<file path="src/rtl/trig_pkg.sv">
// Shared definitions for the channel readout sequencer: sizes, FSM state
// encoding and header word field offsets.
package trig_pkg;

  localparam int NUM_CHAN     = 5;
  localparam int TRIG_NUM_W   = 24;
  localparam int HDR_W        = 32;
  localparam int HDR_TRIG_LSB = 0;
  localparam int HDR_MASK_LSB = 24;

  typedef enum logic [2:0] {
    IDLE,
    HEADER,
    SELECT,
    REQUEST,
    WAIT_DONE,
    FINISH
  } rd_state_t;

endpackage

</file>
<file path="src/rtl/chan_readout_sequencer_prio_select.sv">
// Lowest-set-bit finder: returns the winning bit as one-hot, its index,
// and an empty flag when no bit is set.
module prio_select #(
  parameter int N = 5,
  parameter int W = 3
) (
  input  logic [N-1:0] vec,
  output logic [N-1:0] onehot,
  output logic [W-1:0] idx,
  output logic         empty
);

  always_comb begin
    onehot = '0;
    idx    = '0;
    empty  = (vec == '0);
    // Scan downward so the lowest set bit is the last one written.
    for (int i = N - 1; i >= 0; i--) begin
      if (vec[i]) begin
        onehot    = '0;
        onehot[i] = 1'b1;
        idx       = W'(i);
      end
    end
  end

endmodule

</file>
<file path="src/rtl/chan_readout_sequencer.sv">
// Trigger-number FIFO consumer: emits a header per fill, then reads out each
// enabled channel lowest-first. Optional per-channel timeout: READOUT_TIMEOUT_EN.
//
// state     | meaning
// IDLE      | fifo_ready high, waiting for a trigger number
// HEADER    | header word offered to the event builder
// SELECT    | pick next enabled channel, or finish if none remain
// REQUEST   | chan_req held on the selected channel until ack
// WAIT_DONE | request accepted, waiting for that channel's done
// FINISH    | one-cycle chan_readout_done pulse
module chan_readout_sequencer #(
  parameter int NUM_CHAN       = trig_pkg::NUM_CHAN,
  parameter int TRIG_NUM_W     = trig_pkg::TRIG_NUM_W,
  parameter int TIMEOUT_CYCLES = 1023
) (
  input  logic                        clk,
  input  logic                        reset,
  input  logic                        fifo_valid,
  output logic                        fifo_ready,
  input  logic [TRIG_NUM_W-1:0]       trig_num,
  input  logic [NUM_CHAN-1:0]         chan_en,
  output logic [NUM_CHAN-1:0]         chan_req,
  input  logic [NUM_CHAN-1:0]         chan_ack,
  input  logic [NUM_CHAN-1:0]         chan_done,
  output logic                        hdr_valid,
  input  logic                        hdr_ready,
  output logic [trig_pkg::HDR_W-1:0]  hdr_data,
  output logic                        chan_readout_done,
  output logic                        busy,
  output logic [NUM_CHAN-1:0]         timeout_flags
);
  import trig_pkg::*;

  localparam int IDX_W = (NUM_CHAN > 1) ? $clog2(NUM_CHAN) : 1;

  rd_state_t           state, state_next;
  logic [NUM_CHAN-1:0] rem_q, rem_next;
  logic [IDX_W-1:0]    idx_q, idx_next;
  logic [NUM_CHAN-1:0] sel_cur, sel_next;
  logic [NUM_CHAN-1:0] pick_onehot;
  logic [IDX_W-1:0]    pick_idx;
  logic                pick_empty;
  logic [HDR_W-1:0]    hdr_next;
  logic                pop, ack_hit, done_hit, timeout_hit;

  prio_select #(.N(NUM_CHAN), .W(IDX_W)) u_prio (
    .vec    (rem_q),
    .onehot (pick_onehot),
    .idx    (pick_idx),
    .empty  (pick_empty)
  );

  assign pop      = (state == IDLE) && fifo_valid && fifo_ready;
  assign sel_cur  = NUM_CHAN'(1) << idx_q;
  assign sel_next = NUM_CHAN'(1) << idx_next;
  // Only the selected channel's handshake bits matter; others are masked off.
  assign ack_hit  = |(chan_ack & sel_cur);
  assign done_hit = |(chan_done & sel_cur);

  always_comb begin
    hdr_next = '0;
    hdr_next[HDR_TRIG_LSB +: TRIG_NUM_W] = trig_num;
    hdr_next[HDR_MASK_LSB +: NUM_CHAN]   = chan_en;
  end

  always_comb begin
    state_next = state;
    rem_next   = rem_q;
    idx_next   = idx_q;
    case (state)
      IDLE: begin
        if (pop) begin
          rem_next   = chan_en;
          state_next = HEADER;
        end
      end
      HEADER: begin
        if (hdr_valid && hdr_ready) state_next = SELECT;
      end
      SELECT: begin
        if (pick_empty) begin
          state_next = FINISH;
        end else begin
          rem_next   = rem_q & ~pick_onehot;
          idx_next   = pick_idx;
          state_next = REQUEST;
        end
      end
      REQUEST: begin
        if (ack_hit)          state_next = done_hit ? SELECT : WAIT_DONE;
        else if (timeout_hit) state_next = SELECT;
      end
      WAIT_DONE: begin
        if (done_hit || timeout_hit) state_next = SELECT;
      end
      FINISH:  state_next = IDLE;
      default: state_next = IDLE;
    endcase
  end

  // Outputs are registered from the next state so they line up with it.
  always_ff @(posedge clk or posedge reset) begin
    if (reset) begin
      state             <= IDLE;
      rem_q             <= '0;
      idx_q             <= '0;
      hdr_data          <= '0;
      fifo_ready        <= 1'b0;
      busy              <= 1'b0;
      hdr_valid         <= 1'b0;
      chan_req          <= '0;
      chan_readout_done <= 1'b0;
    end else begin
      state             <= state_next;
      rem_q             <= rem_next;
      idx_q             <= idx_next;
      if (pop) hdr_data <= hdr_next;
      fifo_ready        <= (state_next == IDLE);
      busy              <= (state_next != IDLE);
      hdr_valid         <= (state_next == HEADER);
      chan_req          <= (state_next == REQUEST) ? sel_next : '0;
      chan_readout_done <= (state_next == FINISH);
    end
  end

`ifdef READOUT_TIMEOUT_EN
  localparam logic [9:0] TO_LAST = 10'(TIMEOUT_CYCLES - 1);

  logic [9:0]          timer_q;
  logic [NUM_CHAN-1:0] flags_q;
  logic                waiting;

  assign waiting       = (state == REQUEST) || (state == WAIT_DONE);
  assign timeout_hit   = waiting && (timer_q == TO_LAST);
  assign timeout_flags = flags_q;

  always_ff @(posedge clk or posedge reset) begin
    if (reset)                    timer_q <= '0;
    else if (state_next != state) timer_q <= '0;
    else if (waiting)             timer_q <= timer_q + 10'd1;
  end

  // A handshake landing on the timeout cycle wins; no flag in that case.
  always_ff @(posedge clk or posedge reset) begin
    if (reset) begin
      flags_q <= '0;
    end else if (pop) begin
      flags_q <= '0;
    end else if (timeout_hit && ((state == REQUEST && !ack_hit) ||
                                 (state == WAIT_DONE && !done_hit))) begin
      flags_q <= flags_q | sel_cur;
    end
  end
`else
  logic [31:0] unused_timeout_cfg;

  assign unused_timeout_cfg = TIMEOUT_CYCLES;
  assign timeout_hit        = 1'b0;
  assign timeout_flags      = '0;
`endif

endmodule

</file>
<file path="config.mk">
export PLATFORM = sky130hd
export DESIGN_NAME = chan_readout_sequencer
export DESIGN_NICKNAME = d
export VERILOG_FILES = /design/src/rtl/trig_pkg.sv /design/src/rtl/chan_readout_sequencer_prio_select.sv /design/src/rtl/chan_readout_sequencer.sv
export SDC_FILE = /design/constraint.sdc
export NUM_CORES = 1
export LEC_CHECK = 0
export CORE_AREA = 2 2 77 79
export DETAILED_ROUTE_END_ITERATION = 16
export DIE_AREA = 0 0 79 81
export HOLD_SLACK_MARGIN = 0.03
export PLACE_DENSITY = 0.75
export SLEW_MARGIN = 20
export SYNTH_ARGS = -nofsm -noshare
export SYNTH_HDL_FRONTEND = slang
export SYNTH_SLANG_ARGS = --single-unit
</file>
<file path="constraint.sdc">
create_clock -name clk -period 3.3 [get_ports clk]
set_input_delay 0.33 -clock clk [delete_from_list [all_inputs] [get_ports clk]]
set_output_delay 0.33 -clock clk [all_outputs]
set_load 0.05 [all_outputs]
</file>
# Word level (Yosys, flattened, before mapping)
# Cells that the tools add are included.
# totals
regBits	49
inputBits	43
out_inout_bits	46
wordCells	58
# op_classes
n_eq_ne	9
shifts	2
mux	23
bitwise_logic	4
n_reduce_logical	11
# ops
operator	count
$mux 5	8
$mux 3	13
$and 5x5->5	3
$pmux 3 s5	1
$pmux 5 s2	1
$reduce_or 5->1	2
$shl 1x3->5 const A	2
$eq 3x2->1 const B	3
$eq 3x1->1 const B	2
$eq 3x3->1 const B	2
$logic_not 3->1	2
$logic_not 5->1	1
$not 5->5	1
$ne 2x2->1 const B	2
$logic_and 1x1->1	3
$reduce_and 3->1	1
$reduce_bool 3->1	1
$reduce_bool 2->1	1

# Depth between registers and ports, before layout
# logic_depth
word_depth	9
depth_mapped	8

# Hierarchy
# Synthesis repeated with hierarchy kept, for this count alone.
# hier_totals
cells_unflattened	248
hier_area_um2	2237.1
# by_module_without_submodules
module	instances	cells_per_inst	area_each_um2	seq_area_each_um2
chan_readout_sequencer	1	235	2153.3	1226.2
prio_select	1	13	83.8	0.0

# Worst setup path before layout
# OpenSTA, ideal clock, no wires.
# synth_timing
path_kind	flip-flop to flip-flop
startpoint	register idx_q[0]
endpoint	register chan_req[4]
setup_ps	140
arrival_ps	1701
path_slack_ps	1460
path_stages_with_launch	7
n_path_buf	1
synth_period_minus_slack_ps	1840
cell_sequence	dfrtp_1 -> buf_2 -> or4b_1 -> o21ai_0 -> o211ai_1 -> a221oi_2 -> nor3_1
# synth_between
elab_chain_len	8
elab_cells_between_ends	14
classes_between	eq/ne: 1; shift: 2; mux: 7; bitwise: 2; reduce/logical: 2
# synth_rtl
element	line_no	rtl
start, declared	chan_readout_sequencer.sv:38	logic [IDX_W-1:0] idx_q, idx_next;
start signal, assigned	chan_readout_sequencer.sv:116	idx_q <= idx_next;
$shl 1x3->5	chan_readout_sequencer.sv:54	assign sel_cur = NUM_CHAN'(1) << idx_q;
$and 5x5->5	chan_readout_sequencer.sv:58	assign done_hit = |(chan_done & sel_cur);
$reduce_or 5->1	chan_readout_sequencer.sv:58	
$mux 3 (2 in series)	chan_readout_sequencer.sv:90	if (ack_hit) state_next = done_hit ? SELECT : WAIT_DONE;
$pmux 3 s5	chan_readout_sequencer.sv:70	case (state)
$eq 3x2->1	chan_readout_sequencer.sv:121	chan_req <= (state_next == REQUEST) ? sel_next : '0;
$mux 5 *	chan_readout_sequencer.sv:121	
end signal, assigned	chan_readout_sequencer.sv:121	
end, declared	chan_readout_sequencer.sv:22	output logic [NUM_CHAN-1:0] chan_req,
# Mark *: on every way between the ends. The rest lies on a longest branch, timed or not.
# A chain may end at the register's enable or synchronous reset.

# Worst setup path after layout
# layout_timing
startpoint	register state[0]
endpoint	register rem_q[1]
# layout_between
elab_chain_len	5
elab_cells_between_ends	9
classes_between	eq/ne: 3; mux: 1; reduce/logical: 5
# layout_rtl
element	line_no	rtl
start, declared	chan_readout_sequencer.sv:36	rd_state_t state, state_next;
start signal, assigned	chan_readout_sequencer.sv:114	state <= state_next;
$logic_not 3->1	chan_readout_sequencer.sv:53, chan_readout_sequencer.sv:70	
$logic_and 1x1->1 (2 in series)	chan_readout_sequencer.sv:53	assign pop = (state == IDLE) && fifo_valid && fifo_ready;
$ne 2x2->1 (no source line)	n/a	
$reduce_and 3->1 (no source line)	n/a	
end signal, assigned	chan_readout_sequencer.sv:115	rem_q <= rem_next;
end, declared	chan_readout_sequencer.sv:37	logic [NUM_CHAN-1:0] rem_q, rem_next;
# Several ways; a longest one is shown, not always the timed one.

==> flow_results.xml <==
<?xml version="1.0" encoding="UTF-8"?>
<metrics>
  <group name="run_status">
    <metric name="outcome" unit="">finished, final reports clean</metric>
  </group>
  <group name="synth">
    <metric name="yosysSeqAreaShare" unit="%">56.1</metric>
    <metric name="number_of_enable_flip_flop_cells_after_synthesis" unit="">0</metric>
    <metric name="synthesis.area" unit="µm²">2190</metric>
    <metric name="synthDominantCellAreaShare" unit="%">56.1</metric>
    <metric name="netlist_top_cells_area" unit="">sky130_fd_sc_hd__dfrtp_1 (56%), sky130_fd_sc_hd__nand2_1 (17%), sky130_fd_sc_hd__buf_4 (2.7%)</metric>
    <metric name="ys_async_sr_fraction" unit="%">100</metric>
    <metric name="syn-instance-count" unit="">242</metric>
    <metric name="number_of_distinct_standard_cells_referenced_by_the_synthesized_netlist" unit="">37</metric>
    <metric name="syn_avg_cell_area" unit="µm²">9.04</metric>
    <metric name="post-synth-top-area-cell" unit="">sky130_fd_sc_hd__dfrtp_1</metric>
    <metric name="synth-seq-cells" unit="">49</metric>
    <metric name="synthesis.yosys.warnings" unit="">0</metric>
    <metric name="dominantRegCellSynth" unit="">sky130_fd_sc_hd__dfrtp_1</metric>
  </group>
  <group name="place">
    <metric name="worst_slack_after_detailed_placement" unit="ns">1.09</metric>
    <metric name="detailedPlacementHpwl" unit="mm">3.49</metric>
    <metric name="finalWeightedCongestion" unit="">0.877</metric>
    <metric name="io_buffer_count" unit="">80</metric>
  </group>
  <group name="final_layout">
    <metric name="syn2layout_area_growth" unit="%">42.9</metric>
    <metric name="num-nets-final" unit="">363</metric>
    <metric name="drive_above_1_share" unit="%">5.31</metric>
    <metric name="fill_cells" unit="">545</metric>
    <metric name="antenna_cells_inserted" unit="">0</metric>
  </group>
  <group name="power">
    <metric name="fin_total_pwr" unit="W">0.00319</metric>
    <metric name="power_density_relative_to_cell_area" unit="nW/µm²">1020</metric>
    <metric name="power.leakage" unit="nW">1.46</metric>
    <metric name="vdd_drop_max" unit="V">0.000433</metric>
  </group>
  <group name="clock_network">
    <metric name="tritoncts" unit="">done</metric>
    <metric name="cts_htree_levels" unit="">2</metric>
    <metric name="hold_fix_buffers_cts" unit="">0</metric>
    <metric name="clkTransAtPathRegs" unit="ns">0.08</metric>
    <metric name="cts_buffer_depth" unit="">2</metric>
    <metric name="cts.sink_count" unit="">49</metric>
    <metric name="cts_root_buffer" unit="">sky130_fd_sc_hd__clkbuf_8</metric>
    <metric name="clock_buffer_count_from_cts" unit="">5</metric>
    <metric name="clk-insertion-delay-late" unit="ns">0.29</metric>
    <metric name="resized_cells_post_cts" unit="">0</metric>
    <metric name="postCtsSetupBuffers" unit="">0</metric>
  </group>
  <group name="sta">
    <metric name="layout_worst_path_cycle_share" unit="%">61.7</metric>
    <metric name="slew_headroom" unit="%">46.0</metric>
    <metric name="final_hold_viol_count" unit="">0</metric>
    <metric name="final_critical_path_setup_slack" unit="ns">1.26</metric>
    <metric name="clock.fmax" unit="MHz">491</metric>
    <metric name="final.setup.tns" unit="ns">0</metric>
    <metric name="holdWs" unit="ns">0.475</metric>
    <metric name="max_slew.worst_pin.slew" unit="ns">0.810</metric>
    <metric name="timing_max_transition_violations_final" unit="">0</metric>
    <metric name="fin_skew" unit="ns">0.00477</metric>
    <metric name="final_period_minus_worst_setup_slack" unit="ns">2.04</metric>
    <metric name="grt_setup_unrepaired" unit="">false</metric>
    <metric name="finalSetupViolCount" unit="">0</metric>
  </group>
  <group name="floorplan">
    <metric name="io-pin-count" unit="">89</metric>
    <metric name="design.core.area" unit="µm²">5680</metric>
    <metric name="placementRows" unit="">28</metric>
    <metric name="design.die.area" unit="µm²">6400</metric>
    <metric name="die_width" unit="µm">79</metric>
    <metric name="start_util" unit="%">38.5</metric>
    <metric name="die-height" unit="µm">81</metric>
  </group>
  <group name="grt">
    <metric name="global_route.overflow_total" unit="">0</metric>
    <metric name="grt_antenna_before_repair" unit="">0</metric>
    <metric name="grt.total_usage" unit="%">16.2</metric>
    <metric name="vias_in_the_first_global_route" unit="">1769</metric>
    <metric name="grt_max_degree" unit="">50</metric>
    <metric name="grt_first_pass_wirelength" unit="mm">8.04</metric>
  </group>
  <group name="drt">
    <metric name="post_drt_via_cell_ratio" unit="">4.75</metric>
    <metric name="drt_first_iter_violations" unit="">83</metric>
    <metric name="first_pass_iters" unit="">4</metric>
    <metric name="ant_nets" unit="">0</metric>
    <metric name="wl" unit="mm">4.86</metric>
    <metric name="route.detailed.drc" unit="">0</metric>
    <metric name="dr_total_vias" unit="">1876</metric>
    <metric name="drt-wirelength-per-cell" unit="µm">12.3</metric>
  </group>
  <group name="worst_setup_path">
    <metric name="endpoint_of_the_most_critical_setup_path" unit="">rem_q[1]$_DFFE_PP0P_</metric>
    <metric name="timing.rr.end" unit="">rem_q[1]$_DFFE_PP0P_</metric>
    <metric name="timing.critical_path.arrival" unit="ns">2.21</metric>
    <metric name="worst-endpoint-required" unit="ns">3.47</metric>
    <metric name="rrSetupSlack" unit="ns">1.26</metric>
    <metric name="reg2reg_from" unit="">state[0]$_DFF_PP0_</metric>
    <metric name="critPathKind" unit="">register to register</metric>
    <metric name="reg2reg_depth" unit="">5</metric>
    <metric name="worstSetupEndpointType" unit="">register</metric>
    <metric name="critPathMaxFanout" unit="">19</metric>
    <metric name="worst_setup_path_start_kind" unit="">register</metric>
    <metric name="startpoint_of_the_worst_setup_timing_path" unit="">state[0]$_DFF_PP0_</metric>
  </group>
  <group name="hold_path">
    <metric name="hp-class" unit="">input pin to async pin</metric>
  </group>
  <group name="run">
    <metric name="max_cap_violations" unit="">0</metric>
  </group>
</metrics>
==> synth_stat cells (3+ instances only) <==
cell type	number
sky130_fd_sc_hd__nor4_1	4
sky130_fd_sc_hd__nand2_1	97
sky130_fd_sc_hd__inv_1	7
sky130_fd_sc_hd__nor3_1	3
sky130_fd_sc_hd__nand2b_1	3
sky130_fd_sc_hd__nor2_1	11
sky130_fd_sc_hd__buf_4	8
sky130_fd_sc_hd__nand3b_1	5
sky130_fd_sc_hd__dfrtp_1	49
sky130_fd_sc_hd__clkbuf_1	8
sky130_fd_sc_hd__nand4b_1	3
sky130_fd_sc_hd__a21oi_1	7
sky130_fd_sc_hd__o21ai_0	6
==> flip-flops by register name (all words and copies together), names as in the netlist <==
name               flops
hdr_valid              1
fifo_ready             1
busy                   1
chan_req               5
rem_q                  5
chan_readout_done      1
hdr_data              29
idx_q                  3
state                  3
==> final cells by class <==
| type | count | area (µm²) | share of cell area, % |
|---|---|---|---|
| clock buffer | 7 | 86.3 | 2.76 |
| inverter | 8 | 31.3 | 1.00 |
| multi-input combinational | 173 | 852 | 27.3 |
| sequential | 49 | 1230 | 39.2 |
| tap | 75 | 93.8 | 3.00 |
| timing repair buffer | 83 | 836 | 26.7 |
==> power breakdown <==
group,total [W],switching (W),internal (W)
clock network,0.000343,0.000176,0.000166
logic,0.00179,0.00117,0.000611
registers,0.00106,0.000211,0.000849
total,0.00319,0.00156,0.00163
==> stage by stage <==
step                util [%]  cells  instance area (µm²)
floorplan                  -    249                 2210
global placement        53.5    388                 3040
detailed placement      53.5    388                 3040
CTS                     55.0    395                 3120
global route            55.1    395                 3130
finish                  55.1    395                 3130
==> critical path, stage by stage (launching register included) <==
cell and delay [ns]:
sky130_fd_sc_hd__dfrtp_1 0.50, sky130_fd_sc_hd__nor2_1 0.27, sky130_fd_sc_hd__nand4_1 0.60, sky130_fd_sc_hd__buf_12 0.40, sky130_fd_sc_hd__nand2_1 0.07, sky130_fd_sc_hd__a22oi_1 0.08
==> routing by layer <==
metal | GRT usage (%) | vias to the layer above | wire, µm
li1 | - | 930 | -
met1 | 19.6 | 874 | 2110
met2 | 27.3 | 63 | 2370
met3 | 4.22 | 9 | 296
met4 | 7.07 | 0 | 86
met5 | 0 | - | 0
==> cells by family (layout without fill, tap and decap cells) <==
logic type	Yosys count	count (layout)	share of synthesized area [%]
simple gates	135	135	27.5
flops	49	49	56.1
compound gates	28	28	8.87
buf+inv	27	98	6.46
mux	2	2	0.915
other cells	1	8	0.171
==> worst min-delay path by stage <==
stage / to / slack [ns] / cells past startpoint
3_5_place_dp: hdr_data[28]$_DFFE_PP0P_ / 0.46 / 2
6_report: hdr_data[18]$_DFFE_PP0P_ / 0.48 / 2
2_1_floorplan: hdr_data[0]$_DFFE_PP0P_ / 0.44 / 2
5_1_grt: hdr_data[22]$_DFFE_PP0P_ / 0.51 / 2
3_3_place_gp: hdr_data[4]$_DFFE_PP0P_ / 0.46 / 2
4_1_cts: hdr_data[20]$_DFFE_PP0P_ / 0.48 / 2
==> placed cells by master (no fill, tap or decap), types with 2 or more instances in the layout <==
cell and count:
sky130_fd_sc_hd__clkbuf_8 6, sky130_fd_sc_hd__o21ai_0 6, sky130_fd_sc_hd__clkdlybuf4s50_1 80, sky130_fd_sc_hd__o21ai_1 2, sky130_fd_sc_hd__nor3_1 3, sky130_fd_sc_hd__a21o_1 2, sky130_fd_sc_hd__nor2_1 11, sky130_fd_sc_hd__nor4b_1 2
sky130_fd_sc_hd__nand3b_1 5, sky130_fd_sc_hd__nor4_1 3, sky130_fd_sc_hd__o22ai_1 2, sky130_fd_sc_hd__o211ai_1 2, sky130_fd_sc_hd__a21oi_1 7, sky130_fd_sc_hd__nand2b_1 3, sky130_fd_sc_hd__dfrtp_1 49, sky130_fd_sc_hd__conb_1 8
sky130_fd_sc_hd__buf_4 2, sky130_fd_sc_hd__mux2i_1 2, sky130_fd_sc_hd__nand4b_1 3, sky130_fd_sc_hd__nand2_1 97, sky130_fd_sc_hd__inv_1 6
(Power assumes the default switching activity.)
